## config.mk

```make
export PLATFORM = sky130hd
export DESIGN_NAME = fft_mag_mult_seq
export DESIGN_NICKNAME = d
export VERILOG_FILES = /design/src/rtl/fft_mag_mult_seq.sv
export SDC_FILE = /design/constraint.sdc
export NUM_CORES = 1
export LEC_CHECK = 0
export ABC_AREA = 1
export CORE_AREA = 2 2 136 105
export CTS_CLUSTER_SIZE = 24
export DETAILED_ROUTE_END_ITERATION = 6
export DIE_AREA = 0 0 138 107
export PLACE_DENSITY_LB_ADDON = 0.15
export SYNTH_ARGS = -nofsm -noshare
export SYNTH_HDL_FRONTEND = slang
export SYNTH_SLANG_ARGS = --single-unit
```

## constraint.sdc

```tcl
create_clock -name clk -period 3.9 [get_ports clk]
set_input_delay 0.585 -clock clk [delete_from_list [all_inputs] [get_ports clk]]
set_output_delay 0.585 -clock clk [all_outputs]
set_load 0.05 [all_outputs]
```

## src/rtl/fft_mag_mult_seq.sv

```systemverilog
// Sequential shift-add multiplier stage behind the FFT butterfly sign decoder.
// Two lanes (real, imag) share one FSM and one iteration counter; each lane
// forms a signed 2n-bit product from an unsigned magnitude pair plus a sign flag.

// Per-lane shift-add datapath: holds operands, accumulator and signed product.
module fft_mag_mult_lane #(
  parameter int n  = 8,
  parameter int CW = 3
) (
  input  logic           clk,
  input  logic           rst,
  input  logic           load,
  input  logic           step,
  input  logic           last,
  input  logic [CW-1:0]  cnt,
  input  logic [n-1:0]   mb_in,
  input  logic [n-1:0]   mw_in,
  input  logic           neg_in,
  output logic [2*n-1:0] prod
);

  logic [n-1:0]   mb, mw;
  logic           neg;
  logic [2*n-1:0] acc, acc_nxt, addend;

  // Multiplier bit cnt selects whether the shifted multiplicand joins the sum.
  always_comb begin
    addend  = {{n{1'b0}}, mb} << cnt;
    acc_nxt = mw[cnt] ? acc + addend : acc;
  end

  // Operand latch on accept, one iteration per step, signed result on the last one.
  always_ff @(posedge clk) begin
    if (rst) begin
      mb   <= '0;
      mw   <= '0;
      neg  <= 1'b0;
      acc  <= '0;
      prod <= '0;
    end else if (load) begin
      mb  <= mb_in;
      mw  <= mw_in;
      neg <= neg_in;
      acc <= '0;
    end else if (step) begin
      acc <= acc_nxt;
      // Two's-complement negate; a zero magnitude stays exactly zero.
      if (last) prod <= neg ? (~acc_nxt + 1'b1) : acc_nxt;
    end
  end

endmodule

module fft_mag_mult_seq #(
  parameter int n = 8
) (
  input  logic           clk,
  input  logic           rst,
  input  logic           in_valid,
  output logic           in_ready,
  input  logic [n-1:0]   REb,
  input  logic [n-1:0]   REw,
  input  logic [n-1:0]   IMb,
  input  logic [n-1:0]   IMw,
  input  logic           nMUL1,
  input  logic           nMUL2,
  output logic           out_valid,
  input  logic           out_ready,
  output logic [2*n-1:0] PRe,
  output logic [2*n-1:0] PIm
);

  localparam int NUM_LANES = 2;
  localparam int CW        = (n > 1) ? $clog2(n) : 1;

  typedef enum logic [1:0] {IDLE, MUL, DONE} state_t;

  state_t  state, state_nxt;
  logic [CW-1:0] cnt;
  logic    load, step, last;

  // Lane 0 = real, lane 1 = imag.
  logic [NUM_LANES-1:0][n-1:0]   mb_in, mw_in;
  logic [NUM_LANES-1:0]          neg_in;
  logic [NUM_LANES-1:0][2*n-1:0] prod;

  assign mb_in  = {IMb, REb};
  assign mw_in  = {IMw, REw};
  assign neg_in = {nMUL2, nMUL1};
  assign last   = (cnt == CW'(n - 1));

  // State register and shared iteration counter.
  always_ff @(posedge clk) begin
    if (rst) begin
      state <= IDLE;
      cnt   <= '0;
    end else begin
      state <= state_nxt;
      if (load)      cnt <= '0;
      else if (step) cnt <= cnt + 1'b1;
    end
  end

  // Next-state and handshake decode; no DONE->accept bypass.
  always_comb begin
    state_nxt = state;
    load      = 1'b0;
    step      = 1'b0;
    in_ready  = 1'b0;
    out_valid = 1'b0;
    case (state)
      IDLE: begin
        in_ready = 1'b1;
        if (in_valid) begin
          load      = 1'b1;
          state_nxt = MUL;
        end
      end
      MUL: begin
        step = 1'b1;
        if (last) state_nxt = DONE;
      end
      DONE: begin
        out_valid = 1'b1;
        if (out_ready) state_nxt = IDLE;
      end
      default: state_nxt = IDLE;
    endcase
  end

  for (genvar g = 0; g < NUM_LANES; g++) begin : g_lane
    fft_mag_mult_lane #(.n(n), .CW(CW)) u_lane (
      .clk    (clk),
      .rst    (rst),
      .load   (load),
      .step   (step),
      .last   (last),
      .cnt    (cnt),
      .mb_in  (mb_in[g]),
      .mw_in  (mw_in[g]),
      .neg_in (neg_in[g]),
      .prod   (prod[g])
    );
  end

  assign PRe = prod[0];
  assign PIm = prod[1];

endmodule

```

Word-level counts from Yosys, hierarchy flattened
Cells that the tools add are included.

operators by class
  magnitude comparators = 1
  bitwise gates (word level) = 3
  add/sub/neg operators = 5
  mux-type cells = 17
  reduce and logical (&&, ||, !) cells = 4
  eq/ne operators = 6
  shift-type cells = 2

operators with widths
  kind                                                                           number
  16-bit two-way mux                                                             4
  16-bit by 1-bit adder with 16-bit output (second input constant)               2
  16-bit adder                                                                   2
  16-bit NOT                                                                     2
  8-bit by 3-bit << shifter with 16-bit output                                   2
  1-bit two-way mux                                                              7
  1-bit binary-select mux with 3-bit select                                      2
  2-bit two-way mux                                                              3
  2-bit case mux with 3 select lines                                             1
  3-bit AND reduction                                                            2
  3-bit by 4-bit less-than comparator with 1-bit output (second input constant)  1
  2-bit inequality test (second input constant)                                  2
  3-bit by 1-bit adder with 3-bit output (second input constant)                 1
  3-bit equality test (second input constant)                                    1
  2-bit by 1-bit equality test with 1-bit output (second input constant)         1
  2-bit equality test (second input constant)                                    1
  2-bit zero test                                                                1
  2-bit by 1-bit inequality test with 1-bit output (second input constant)       1
  2-bit OR reduction                                                             1
  1-bit NOT                                                                      1

storage, ports and cells
  output and inout bits = 34
  logic and storage cells = 50
  flip-flop bits (word level) = 103

Longest topological paths before layout
Gate-level depths: netlist of run 1.

  depth after elaboration = 6
  mapped depth = 27
  mapped depth without buffers = 25

Hierarchy
A second synthesis of run 1 with hierarchy kept.

second synthesis, totals
  cell total of the unflattened synthesis = 1,314
  area, all modules = 8,050.2 µm²

modules (own cells, without submodules)
  module                                instances  cells each  area each (µm²)
  fft_mag_mult_lane (g_lane[1].u_lane)  1          657         3,995.1
  fft_mag_mult_lane (g_lane[0].u_lane)  1          620         3,773.6
  fft_mag_mult_seq                      1          37          281.5

Worst setup path before layout of run 1
Ideal clock, no wire load.

  kind = register -> register
  start point = reg cnt[0]
  end point = reg g_lane[1].u_lane.prod[12]
  clock period less this slack = 3.042 ns
  setup slack = 0.858 ns
  arrival = 2.928 ns
  required time = 3.786 ns
  cell stages (with the launch flop) = 24
  library setup time = 0.114 ns
  cell sequence = dfxtp_1 buf_6 buf_6 clkbuf_1 mux2i_1 nor2_1 a31oi_1 mux2i_1 ha_1 nand2_1 nor2_1 nand3_1 nand3_1 nand2_1 nand3_1 nand2_1 nor2_1 nand3_1 nand2_2 nand2_1 nand2_1 nand2_1 o21bai_1 inv_1

between the ends
  word-level cells in the longest chain between the ends = 6
  elaborated cells on any way between the ends = 10

RTL lines
  element                                                                                                    line    text
  start: declaration                                                                                         79      logic [CW-1:0] cnt;
  start signal: assignment                                                                                   100     else if (step) cnt <= cnt + 1'b1;
  8-bit by 3-bit << shifter with 16-bit output or 1-bit binary-select mux with 3-bit select (tied branches)  28, 29
  16-bit adder or 1-bit two-way mux (tied branches)                                                          29      acc_nxt = mw[cnt] ? acc + addend : acc;
  16-bit two-way mux                                                                                         29
  16-bit NOT                                                                                                 48      if (last) prod <= neg ? (~acc_nxt + 1'b1) : acc_nxt;
  16-bit by 1-bit adder with 16-bit output                                                                   48
  16-bit two-way mux                                                                                         48
  end signal: assignment                                                                                     48
  end: declaration                                                                                           19      output logic [2*n-1:0] prod

Several ways; a longest one is shown, not always the timed one. The select of a mux whose other input is x is not followed.
A chain may end at the register's enable or synchronous reset.

Worst setup path in the final report of run 1
  start point = reg cnt[0]
  end point = reg g_lane[1].u_lane.prod[11]

The elaborated chain is that of the path after synthesis.

==> run summary, run 1 <==
GRT overflow: 0
First-pass GRT wire length: 33700 µm
Routed WL: 20400 µm
Overall Global Routing Usage: 27.9%
Fin Setup TNS: 0 ns
Final Hold Violating Endpoints: 0
Setup violations, final: 0
CTS tree: done
Largest net degree at the start of global routing: 42
First-pass DRT Iterations: 6
VDD IR max: 0.000283 V
Post-CTS Setup Bufs: 0
CTS sink count: 103
Count of input and output buffers: 71
Min-Delay Path Class: reg2reg
P_leak: 4.48 nW
DR DRC count: 0
Pins over their slew limit: 0
Via-to-Cell Ratio: 5.32
Mapped Avg Cell Area: 6.04 µm²
Slew @ Worst Pin: 0.954 ns
Starting Density: 57.7%
Initial DRC Count: 662
Ys async rst share: 0%
Fin crit period: 3.34 ns
Max-cap viol count: 0
Synth top area share: 26.6%
Setup crit start kind: register
Core area: 13400 µm²
Final std cells w/o fill: 1501
Crit Path Max Fanout: 13
Power Density: 322 nW/µm²
Main area contributors after synthesis: dfxtp_1 (27%), nand2_1 (18%), inv_1 (8.7%)
Fmax: 300 MHz
Slew margin rel.: 36.3%
Row cnt: 37
Synth Register Bits: 103
Post-CTS resize count: 0
Initial antenna violation count: 0
Die height: 107 µm
Area Growth Syn to Fin: 13.4%
Gpl congestion: 0.963
RSZ-0062 raised after global routing: no
Critical path required time: 4.16 ns
Outcome: finished clean
Post-Syn Area: 7740 µm²
Clk buf depth: 2
Vias in the first global route: 6779
Clock Skew: 0.00919 ns
Mean routed wirelength per cell: 13.6 µm
WS Path Type: reg2reg
Synth Net Count: 1355
Die W: 138 µm
Post-synthesis cell type count: 40
Io pins: 72
Worst Setup End Kind: register
Fin nets: 1395
Antenna diodes: 0
Final worst path period share: 85.6%
CTS Hold Bufs: 0
Total CTS buffers: 9
Final ANT Viol Nets: 0
H-tree depth: 3
Post-synth top area cell: dfxtp_1
Synth warn: 0
Placed cell count: 1485
Clock root buffer: clkbuf_16
Hpwl dp: 15700 µm
Synth Flop Type: dfxtp_1
Via count: 7989
Worst skew pair latency: 0.36 ns
Die area: 14800 µm²
Critical Path AT: 3.60 ns
Ratio of cells with drive above 1 in the final layout: 5.73%
Post-synth EDFFs: 0
Cells after Synth: 1281
Reg clk slew, reported paths: 0.07 ns
Sequential area share after synthesis: 26.6%
==> critical path, cell delays in order, from the launching register on <==
cell,delay [ns]
dfxtp_1,0.42
buf_4,0.22
nand2_1,0.06
o21ai_0,0.10
inv_1,0.08
nor3_1,0.35
fa_1,0.37
nand3_1,0.09
nand3_1,0.21
nand2_1,0.11
nand2_1,0.08
nand2_1,0.05
nand3_1,0.15
nand2_1,0.20
nor2_2,0.16
nand3_2,0.11
nand2_2,0.09
nand2_1,0.09
nand2_1,0.07
nand2_1,0.05
o21bai_1,0.13
inv_1,0.05
==> through the flow <==
stage               util [%]  total power [mW]  cell area (µm²)  hold slack [ns]  setup WS (ns)
floorplan                  -              1.76             7740            0.439          0.858
detailed placement      63.4              1.95             8510            0.466          0.637
global route            65.4              2.99             8780            0.518          0.175
finish                  65.4              2.83             8780            0.482          0.563
global placement        63.4              1.94             8510            0.453          0.720
CTS                     65.4              2.83             8780            0.480          0.629
==> power breakdown <==
group / internal [mW] / total [mW] / switching, mW
combinational: 0.271 / 0.787 / 0.516
sequential: 1.10 / 1.16 / 0.0534
clock: 0.443 / 0.884 / 0.440
total: 1.82 / 2.83 / 1.01
==> Yosys cell counts, types with 2 or more instances <==
| library cell | count |
|---|---|
| o221ai_1 | 3 |
| nand2_4 | 4 |
| o21ai_2 | 3 |
| nand3_4 | 2 |
| nor2_1 | 135 |
| inv_1 | 180 |
| o211ai_1 | 19 |
| mux2i_1 | 10 |
| nand2_1 | 375 |
| nand4_1 | 16 |
| nand3_2 | 7 |
| o21a_1 | 5 |
| nand3_1 | 95 |
| a21oi_2 | 2 |
| o21bai_1 | 4 |
| dfxtp_1 | 103 |
| xor2_1 | 9 |
| fa_1 | 2 |
| buf_6 | 5 |
| and2_1 | 4 |
| nor3_1 | 8 |
| a21oi_1 | 59 |
| nand3b_1 | 5 |
| or2_2 | 4 |
| nand2_2 | 10 |
| ha_1 | 34 |
| buf_8 | 2 |
| a31oi_1 | 4 |
| clkbuf_1 | 37 |
| nor2_4 | 2 |
| inv_2 | 2 |
| buf_1 | 5 |
| o21ai_0 | 107 |
| buf_2 | 6 |
| nor2_2 | 8 |
==> metal layers <==
metal,wire length [µm],global-route usage [%],vias to the layer above
li1,-,-,4163
met2,7790,39.7,292
met5,0,0,-
met4,191,6.34,0
met1,10600,43.3,3517
met3,1780,5.05,17
==> cells by family (layout without fill, tap and decap cells) <==
logic type / Yosys count / count (layout) / share of synthesized area (%)
AOI/OAI and AO/OA: 209 / 209 / 15.1
xor gates and xnor gates: 9 / 9 / 1.02
adders and majority gates: 36 / 36 / 6.01
buffers and inverters: 239 / 284 / 12.5
DFF: 103 / 103 / 26.6
muxes: 10 / 10 / 1.29
and+or+nand+nor: 675 / 675 / 37.5
==> flip-flops by register name (all words and copies together), names as in the netlist <==
register and cells:
cnt 3, g_lane.u_lane.neg 2, state 2, g_lane.u_lane.prod 32, g_lane.u_lane.mb 16, g_lane.u_lane.mw 16
g_lane.u_lane.acc 32
==> path summary, 6_finish.rpt <==
path	start	end	slack [ns]	depth (start not counted)
worst min register to register	g_lane[1].u_lane.prod[9]$_SDFFE_PP0P_	g_lane[1].u_lane.prod[9]$_SDFFE_PP0P_	0.48	2
worst min-delay path	g_lane[1].u_lane.prod[9]$_SDFFE_PP0P_	g_lane[1].u_lane.prod[9]$_SDFFE_PP0P_	0.48	2
worst max register to register	cnt[0]$_SDFFE_PP0P_	g_lane[1].u_lane.prod[11]$_SDFFE_PP0P_	0.56	21
worst max-delay path	cnt[0]$_SDFFE_PP0P_	g_lane[1].u_lane.prod[11]$_SDFFE_PP0P_	0.56	21
==> area by class of cell <==
class	instances	area (µm²)
Clock buffer	10	229
Clock inverter	6	47.5
Fill cell	1253	4640
Inverter	184	693
Multi-Input combinational cell	939	4720
Sequential cell	103	2060
Tap cell	175	219
Timing Repair Buffer	84	808
==> placed cells by master (no fill, tap or decap), types with 5 or more instances in the layout <==
cell and instances:
o211ai_1 19, nand2_2 10, nor3_1 8, nand2_1 375
o21ai_0 107, nand4_1 16, o21a_1 5, nor2_2 9
a21oi_1 59, dfxtp_1 103, xor2_1 9, nand3b_1 5
clkbuf_16 9, nand3_2 7, mux2i_1 10, nor2_1 133
clkdlybuf4s50_1 71, nand3_1 95, inv_1 180, buf_4 13
ha_1 34
(Power assumes the default switching activity.)
==> inputs of run 2 (changes only) <==
--- a/config.mk
+++ b/config.mk
@@ -10,6 +10,7 @@
 export CTS_CLUSTER_SIZE = 24
 export DETAILED_ROUTE_END_ITERATION = 6
 export DIE_AREA = 0 0 138 107
+export DONT_BUFFER_PORTS = 1
 export PLACE_DENSITY_LB_ADDON = 0.15
 export SYNTH_ARGS = -nofsm -noshare
 export SYNTH_HDL_FRONTEND = slang
==> constraint.sdc (replaced) <==
create_clock -name clk -period 2.92 [get_ports clk]
set_input_delay 0.438 -clock clk [delete_from_list [all_inputs] [get_ports clk]]
set_output_delay 0.438 -clock clk [all_outputs]
set_load 0.05 [all_outputs]
==> run summary, run 2 (synthesized netlist as in run 1, its figures left out) <==
CTS tree: done
Largest net degree at the start of global routing: 42
Area Growth Syn to Fin: 29.7%
Hold depth: 1
Reg clk slew, reported paths: 0.08 ns
Reg2reg path depth: 23
CTS sink count: 103
GRT overflow: 0
Commonest non-fill, non-tap cell in the layout: nand2_1
Clock root buffer: clkbuf_16
Die W: 138 µm
Core area: 13400 µm²
VDD IR max: 0.000406 V
Initial antenna violation count: 0
DR DRC count: 0
Power Density: 424 nW/µm²
Count of input and output buffers: 0
First-pass GRT wire length: 36600 µm
Clk buf depth: 2
Hold Crit Endpoint: state[1]$_SDFFE_PP0P_
Min-Delay Path Class: in2reg
Design area: 10000 µm²
Fin nets: 1453
Final worst path period share: 103%
Routed WL: 23900 µm
Crit-path cells: buf_4 > buf_16 > nand2_2 > nand2_2 > o21ai_2 > o21ai_1 > ha_1 > nand2_2 > inv_2 > a21oi_2 > nand2_2 > nand2_2 > nand3_1 > nand3_4 > nand2_4 > inv_2 > nand2_2 > nor2_1 > nand2_1 > nand2_1 > nand2_1 > nand2_1 > a21oi_1
Critical path required time: 3.16 ns
Placed cell area: 8580 µm²
Io pins: 72
Worst skew pair latency: 0.36 ns
Outcome: complete, but fails checks
Antenna diodes: 0
Max incr delay on CP: 0.37 ns
Delay-heaviest family, CP: simple AND/OR/NAND/NOR gates
First-pass DRT Iterations: 5
Failing checks: setup timing
R2R Path Start: cnt[0]$_SDFFE_PP0P_
Worst Setup End Kind: register
Hpwl dp: 17100 µm
Max-cap viol count: 0
Crit path max-delay cell type: ha_1
P_leak: 5.10 nW
WS Path Type: reg2reg
Row cnt: 37
CP Buf/Inv Count: 4
Slew margin rel.: 38.2%
Via count: 8512
Worst hold start: rst
Overall Global Routing Usage: 30.9%
Mean routed wirelength per cell: 15.3 µm
CTS Hold Bufs: 0
Setup violations, final: 8
Hold slack: 0.133 ns
Die height: 107 µm
Placed cell count: 1515
Critical Path AT: 3.24 ns
Total CTS buffers: 9
Biggest regs: g_lane.u_lane.acc x32, g_lane.u_lane.prod x32
Ratio of cells with drive above 1 in the final layout: 29.3%
Setup ws final: -0.0843 ns
Fmax: 333 MHz
H-tree depth: 3
Fin crit period: 3.00 ns
Crit Path Max Fanout: 10
CP Depth: 23
Vias in the first global route: 7285
Commonest cells after routing, fill and taps aside: nand2_1 (290), inv_1 (164), buf_4 (130)
Final ANT Viol Nets: 0
Die area: 14800 µm²
Final Hold Violating Endpoints: 0
Via-to-Cell Ratio: 5.46
Slew @ Worst Pin: 0.923 ns
Worst reg2reg endpoint: g_lane[1].u_lane.prod[15]$_SDFFE_PP0P_
Pins over their slew limit: 0
Clock Skew: 0.0113 ns
Starting Density: 57.7%
Reg2reg setup slack: -0.08 ns
Final-layout fill cell count: 1085
Most used cell along the critical path: nand2_2
Final std cells w/o fill: 1558
RSZ-0062 raised after global routing: yes
Initial DRC Count: 677
Gpl congestion: 0.985
Setup crit start kind: register
[run 2: cell count changes in the layout (fill, tap and decap cells not counted), sizes merged]
| cell | change |
|---|---|
| buf | +128 |
| clkdlybuf4s50 | -71 |
| clkinv | +2 |
| inv | -3 |
| clkinvlp | +1 |
[run 2: worst max-delay path by stage]
stage                        startpoint                                     end
finish              cnt[0]$_SDFFE_PP0P_  g_lane[1].u_lane.prod[15]$_SDFFE_PP0P_
global placement    cnt[0]$_SDFFE_PP0P_  g_lane[1].u_lane.prod[15]$_SDFFE_PP0P_
floorplan           cnt[0]$_SDFFE_PP0P_  g_lane[1].u_lane.prod[12]$_SDFFE_PP0P_
global route        cnt[0]$_SDFFE_PP0P_  g_lane[0].u_lane.prod[15]$_SDFFE_PP0P_
CTS                 cnt[0]$_SDFFE_PP0P_  g_lane[1].u_lane.prod[15]$_SDFFE_PP0P_
detailed placement  cnt[0]$_SDFFE_PP0P_  g_lane[1].u_lane.prod[12]$_SDFFE_PP0P_
[run 2: final cells by class]
cell class	count	area (µm²)	share of cell area (%)
clock buffers	9	225	2.24
inverters	184	701	6.98
flip-flops and latches	103	2070	20.6
clock inverters	6	55.1	0.548
well taps	175	219	2.18
multi-input cells	939	5610	55.9
repair buffers	142	1160	11.6
[run 2: power breakdown]
group | switching [mW] | total (mW) | internal [mW]
logic | 0.886 | 1.53 | 0.644
clock network | 0.582 | 1.17 | 0.587
registers | 0.0843 | 1.56 | 1.47
[run 2: routing by layer]
layer / track usage, % / vias up / share of wire, %
met2: 44.0 / 344 / 41
met3: 6.61 / 22 / 9.7
met1: 47.0 / 3860 / 48
met4: 7.36 / 0 / 1.2
li1: - / 4286 / -
met5: 0 / - / 0
[run 2: worst reg2reg max path: stages, from the launching register on]
cell	delay, ns
dfxtp_4	0.36
buf_4	0.15
buf_16	0.14
nand2_2	0.07
nand2_2	0.07
o21ai_2	0.17
o21ai_1	0.09
ha_1	0.37
nand2_2	0.17
inv_2	0.06
a21oi_2	0.16
nand2_2	0.11
nand2_2	0.08
nand3_1	0.12
nand3_4	0.13
nand2_4	0.07
inv_2	0.08
nand2_2	0.06
nor2_1	0.13
nand2_1	0.09
nand2_1	0.06
nand2_1	0.06
nand2_1	0.05
a21oi_1	0.06
[run 2: repair_timing]
action | 4_1_cts | 5_1_grt
pin swaps | 31 | 123
buffers inserted | 6 | 22
hold endpoints to repair | 0 | 0
gates resized for setup | 72 | 220
cloned | 1 | 1
setup endpoints to repair | 28 | 34
[run 2: metrics by stage]
stage	setup slack (ns)	utilization (%)	TNS (ns)	total power, mW
floorplan	0.00124	-	0	2.36
global placement	-0.238	63.9	-1.82	2.78
detailed placement	-0.228	63.9	-2.19	2.79
CTS	0.00384	67.9	0	4.03
global route	-0.297	74.8	-3.95	4.48
finish	-0.0843	74.8	-0.426	4.26
